**config.mk**
```make
export PLATFORM = sky130hd
export DESIGN_NAME = wb_grf
export DESIGN_NICKNAME = d
export VERILOG_FILES = /design/src/rtl/mips_pkg.sv /design/src/rtl/wb_sel_dec.sv /design/src/rtl/wb_grf.sv
export SDC_FILE = /design/constraint.sdc
export NUM_CORES = 2
export LEC_CHECK = 0
export ABC_AREA = 1
export ABC_CLOCK_PERIOD_IN_PS = 3700
export CORE_AREA = 2 2 399 401
export CTS_BUF_LIST = sky130_fd_sc_hd__clkbuf_8 sky130_fd_sc_hd__clkbuf_16
export CTS_CLUSTER_DIAMETER = 100
export DETAILED_ROUTE_END_ITERATION = 8
export DIE_AREA = 0 0 401 403
export PLACE_DENSITY_LB_ADDON = 0.25
export SLEW_MARGIN = 20
export SYNTH_ARGS = -nofsm -noshare
export SYNTH_HDL_FRONTEND = slang
export SYNTH_SLANG_ARGS = --single-unit
export TNS_END_PERCENT = 5
```
**constraint.sdc**
```tcl
create_clock -name clk -period 3.7 [get_ports clk]
set_clock_uncertainty 0.15 [all_clocks]
set_input_delay 0.74 -clock clk [delete_from_list [all_inputs] [get_ports clk]]
set_output_delay 0.74 -clock clk [all_outputs]
set_load 0.01 [all_outputs]
```
**src/rtl/mips_pkg.sv**
```systemverilog
// Shared MIPS decode constants and types for the write-back stage.
// Optional build macro used by wb_grf: GRF_TRACE_EN (write trace printing).
package mips_pkg;

    localparam logic [5:0] OP_SPECIAL = 6'h00;
    localparam logic [5:0] OP_LW      = 6'h23;
    localparam logic [5:0] OP_LB      = 6'h20;
    localparam logic [5:0] OP_LBU     = 6'h24;
    localparam logic [5:0] OP_LH      = 6'h21;
    localparam logic [5:0] OP_LHU     = 6'h25;
    localparam logic [5:0] OP_JAL     = 6'h03;
    localparam logic [5:0] FUNCT_JALR = 6'h09;

    localparam int PKG_REG_AW = 5;

    typedef logic [PKG_REG_AW-1:0] reg_idx_t;

    typedef enum logic [1:0] {
        WB_ALU,
        WB_MEM,
        WB_LINK
    } wb_sel_t;

endpackage

```
**src/rtl/wb_sel_dec.sv**
```systemverilog
// Write-back source decode: maps the W-stage opcode/funct to a wb_sel_t.
module wb_sel_dec
    import mips_pkg::*;
(
    input  logic [5:0] op,
    input  logic [5:0] funct,
    output wb_sel_t    sel
);

    // Loads take memory data, jal/jalr take the link address, everything else the ALU result.
    always_comb begin
        sel = WB_ALU;
        case (op)
            OP_LW, OP_LB, OP_LBU, OP_LH, OP_LHU: sel = WB_MEM;
            OP_JAL:                              sel = WB_LINK;
            OP_SPECIAL: begin
                if (funct == FUNCT_JALR) begin
                    sel = WB_LINK;
                end
            end
            default:                             sel = WB_ALU;
        endcase
    end

endmodule

```
**src/rtl/wb_grf.sv**
```systemverilog
// W-stage write-back and 32x32 general register file with two bypassed read
// ports and a retired-instruction counter.
// Optional build macro: GRF_TRACE_EN prints one trace line per committed write.
module wb_grf
    import mips_pkg::*;
#(
    parameter int DATA_W   = 32,
    parameter int REG_AW   = 5,
    parameter int LINK_OFS = 8
) (
    input  logic              clk,
    input  logic              reset,
    input  logic [31:0]       W_inStr,
    input  logic [31:0]       W_PC,
    input  logic [REG_AW-1:0] W_writeReg,
    input  logic [DATA_W-1:0] W_dataOut,
    input  logic [DATA_W-1:0] W_result,
    input  logic [REG_AW-1:0] D_rs,
    input  logic [REG_AW-1:0] D_rt,
    output logic [DATA_W-1:0] D_rsData,
    output logic [DATA_W-1:0] D_rtData,
    output logic [DATA_W-1:0] W_writeData,
    output logic              W_we,
    output logic [31:0]       instret
);

    localparam int NREGS = 2 ** REG_AW;

    wb_sel_t           sel;
    logic [31:0]       link_addr;
    logic [DATA_W-1:0] regs [NREGS];
    logic [31:0]       instret_q;

    wb_sel_dec u_dec (
        .op    (W_inStr[31:26]),
        .funct (W_inStr[5:0]),
        .sel   (sel)
    );

    assign link_addr = W_PC + 32'(LINK_OFS);
    assign W_we      = (W_inStr != '0) && (W_writeReg != '0);
    assign instret   = instret_q;

    // Select the value committed (and forwarded) this cycle.
    always_comb begin
        W_writeData = W_result;
        case (sel)
            WB_MEM:  W_writeData = W_dataOut;
            WB_LINK: W_writeData = DATA_W'(link_addr);
            default: W_writeData = W_result;
        endcase
    end

    // Register array: async clear, one write per edge; entry 0 is never written.
    always_ff @(posedge clk or negedge reset) begin
        if (!reset) begin
            for (int unsigned i = 0; i < NREGS; i++) begin
                regs[i] <= '0;
            end
        end else if (W_we) begin
            regs[W_writeReg] <= W_writeData;
        end
    end

    // Retired-instruction counter: counts every non-bubble, wraps naturally.
    always_ff @(posedge clk or negedge reset) begin
        if (!reset) begin
            instret_q <= '0;
        end else if (W_inStr != '0) begin
            instret_q <= instret_q + 32'd1;
        end
    end

    // Read port 1: index 0 reads zero, then same-cycle bypass, then stored value.
    always_comb begin
        D_rsData = regs[D_rs];
        if (D_rs == '0) begin
            D_rsData = '0;
        end else if (W_we && (D_rs == W_writeReg)) begin
            D_rsData = W_writeData;
        end
    end

    // Read port 2: same rule as port 1.
    always_comb begin
        D_rtData = regs[D_rt];
        if (D_rt == '0) begin
            D_rtData = '0;
        end else if (W_we && (D_rt == W_writeReg)) begin
            D_rtData = W_writeData;
        end
    end

`ifdef GRF_TRACE_EN
    // Write trace; $strobe defers printing until after the nonblocking update.
    always_ff @(posedge clk) begin
        if (reset && W_we) begin
            $strobe("@%h: $%d <= %h", W_PC, W_writeReg, W_writeData);
        end
    end
`endif

endmodule
```
==> run summary <==
Commonest non-fill, non-tap cell in the layout: nand2_1
Most frequent cells in the layout: nand2_1 (3034), nand3_1 (1561), o21ai_0 (1143)
Fin util: 48.35%
Pre-CTS setup slack: -0.9878 ns
Slowest CP cell: ha_4
Core Region: 157500 um2
Relative slew slack: 54.05%
Final Max Slew Viols: 0
Post-Syn Area: 60850 um2
Per-cell routed wire length: 23.15 um
Largest net degree at the start of global routing: 101
Sink Count: 1056
Hold WS: 0.2445 ns
Period Utilization, post-route: 102.6%
DP HPWL: 173000 um
Die Area: 161600 um2
Drt first pass iters: 6
H-tree levels: 3
Crit path required time: 2.81 ns
DRT met1 WL: 108500 um
Vias/cell: 5.733
NumNets Final: 9376
Syn Inst Count: 8864
Filler instances: 15550
Fin area: 76130 um2
RSZ-0062 raised after global routing: yes
Wire length on met3: 28590 um
Final RePlAce weighted congestion: 0.9546
Endpoints failing setup: 35
Crit-path cells: buf_2 > nor2_2 > buf_4 > nand4_1 > o21ai_1 > buf_4 > inv_2 > ha_4 > clkinv_8 > buf_12 > buf_12 > or2_4 > nand2_4 > buf_12 > nand2_2 > nand2_2 > nor2_4 > buf_6
CTS Buf Count: 119
Post-synthesis sequential area ratio: 43.42%
Total gr overflow: 0
CTS Buffer Depth: 3
Met2 wire length: 114000 um
Starting Density: 38.65%
WL final: 263700 um
Worst setup EP type: output port
Arrival time worst endpoint: 2.90 ns
Vias in the first global route: 61230
Crit path time final: 3.795 ns
Clk slew on worst S/H paths: 0.07 ns
Leakage: 36.03 nW
CP max FO: 7
Die H: 403 um
I/O pin cnt: 274
Failing checks: setup timing
Crit Path Category: in2out
CTS tree: done
Global Route Usage Sum: 31.71%
Share of post-route cells with drive strength above 1: 13.96%
First-pass GRT wire length: 394000 um
Most frequent cell on the critical path: buf_12
Final ANT Viol Nets: 0
Register bit total from synthesis: 1056
Layout area overhead: 25.10%
Post-DP Area: 71150 um2
Initial antenna violation count: 7
Worst Setup Start Kind: input port
Mapped Nets: 9013
Root Buffer: clkbuf_16
Max-cap violation count: 0
Number of buffers added on ports: 273
HP Class: reg2reg
Pwr per Cell Area: 481.1 nW/um2
Max Clock Freq: 0.2635 GHz
Post-route DRC: 0
Yosys synthesis warning count: 0
Clk_lat worst skew: 0.77 ns
Final hold vios: 0
DR top layer: met5
Status: finished with violations
DRT iter0 DRCs: 9096
Least-Margin Pin Slew: 0.6856 ns
Yosys cell types: 40
Syn avg cell area: 6.865 um2
Worst IR drop on VDD: 0.4462 mV
Rows: 146
Worst stage delay on the critical path: 0.30 ns
PnR worst setup slack: -0.09462 ns
Width of the die: 401 um
DR vias: 65310
==> flip-flops by register name (all words and copies together) (netlist names) <==
name     cells
instret     32
regs      1024
==> per-stage QoR <==
stage	total power (W)	instances	TNS [ns]
3_3_place_gp	0.02411	11140	-113.63
6_report	0.03662	11390	-1.617
2_1_floorplan	0.02060	8864	0
4_1_cts	0.03654	11380	-0.4806
3_5_place_dp	0.02436	11140	-119.33
5_1_grt	0.03858	11390	-4.752
==> metal layers <==
layer  vias to the layer above  GRT usage (%)
met5                         -              0
met4                         8          13.62
met3                       705          7.193
met2                      3622          47.86
met1                     31170          43.59
li1                      29810              -
==> cell type report <==
| cell class | instances | area [um2] | area share (%) |
|---|---|---|---|
| Antenna cell | 1 | 2.502 | 0.003287 |
| Clock buffer | 137 | 3226 | 4.237 |
| Clock inverter | 76 | 760.7 | 0.9992 |
| Inverter | 344 | 1378 | 1.809 |
| Multi-Input combinational cell | 6690 | 30740 | 40.38 |
| Sequential cell | 1056 | 26430 | 34.71 |
| Tap cell | 2072 | 2592 | 3.405 |
| Timing Repair Buffer | 1016 | 11010 | 14.46 |
==> timing repair <==
action / CTS / global route
pin swaps: 48 / 55
cloned: 2 / 7
endpoints found under the setup margin: 97 / 92
gates resized for setup: 467 / 199
buffers inserted: 18 / 9
hold endpoints to repair: 24 / 0
hold buffers: 1 / 0
==> worst max-delay path, delay by kind of cell <==
| kind | cells | cell delay (ns) |
|---|---|---|
| buffers and inverters | 9 | 1.07 |
| AND/OR/NAND/NOR | 7 | 0.67 |
| adder cells (fa/ha/maj) | 1 | 0.30 |
| AO/OA/AOI/OAI | 1 | 0.11 |
==> synthesized netlist by cell type, drive strengths merged <==
cell,count,area share [%]
a211oi,2,0.025
a21oi,284,2.3
a31oi,16,0.16
and2,2,0.021
and3,2,0.021
buf,374,3.0
clkbuf,400,2.5
clkinv,14,0.086
dfrtp,1056,43
ha,4,0.082
inv,330,2.0
nand2,3110,19
nand3,1566,13
nand3b,2,0.025
nand4,16,0.16
nor2,295,1.9
nor3,28,0.30
nor3b,1,0.012
nor4,1,0.010
o211ai,43,0.53
o21ai,1245,10
o21bai,7,0.086
o22ai,1,0.010
or2,29,0.30
xnor2,13,0.19
xor2,23,0.33
==> kinds of logic after synthesis <==
kind of cell             share of synthesized area (%)
AND/OR/NAND/NOR                                  34.98
AO/OA/AOI/OAI                                    13.39
buffers and inverters                            7.609
flip-flops                                       43.42
XOR/XNOR                                        0.5181
adder cells (fa/ha/maj)                        0.08225
==> worst paths after layout <==
kind	from	endpoint	slack (ns)	cells past startpoint
min in group asynchronous	reset	regs[329]	0.38	2
max in group asynchronous	reset	regs[915]	1.97	4
setup / recovery	W_inStr[29]	D_rtData[13]	-0.09	18
hold / removal	regs[1022]	regs[1022]	0.24	0
hold reg to reg	regs[1022]	regs[1022]	0.24	0
setup reg to reg	instret[0]	instret[16]	1.54	9
==> power by group <==
part	switching, W	internal (W)
sequential	0.00178	0.0139
combinational	0.00527	0.00346
clock	0.00525	0.00692
total	0.0123	0.0243
No activity file was read; power rests on OpenSTA's default activity.
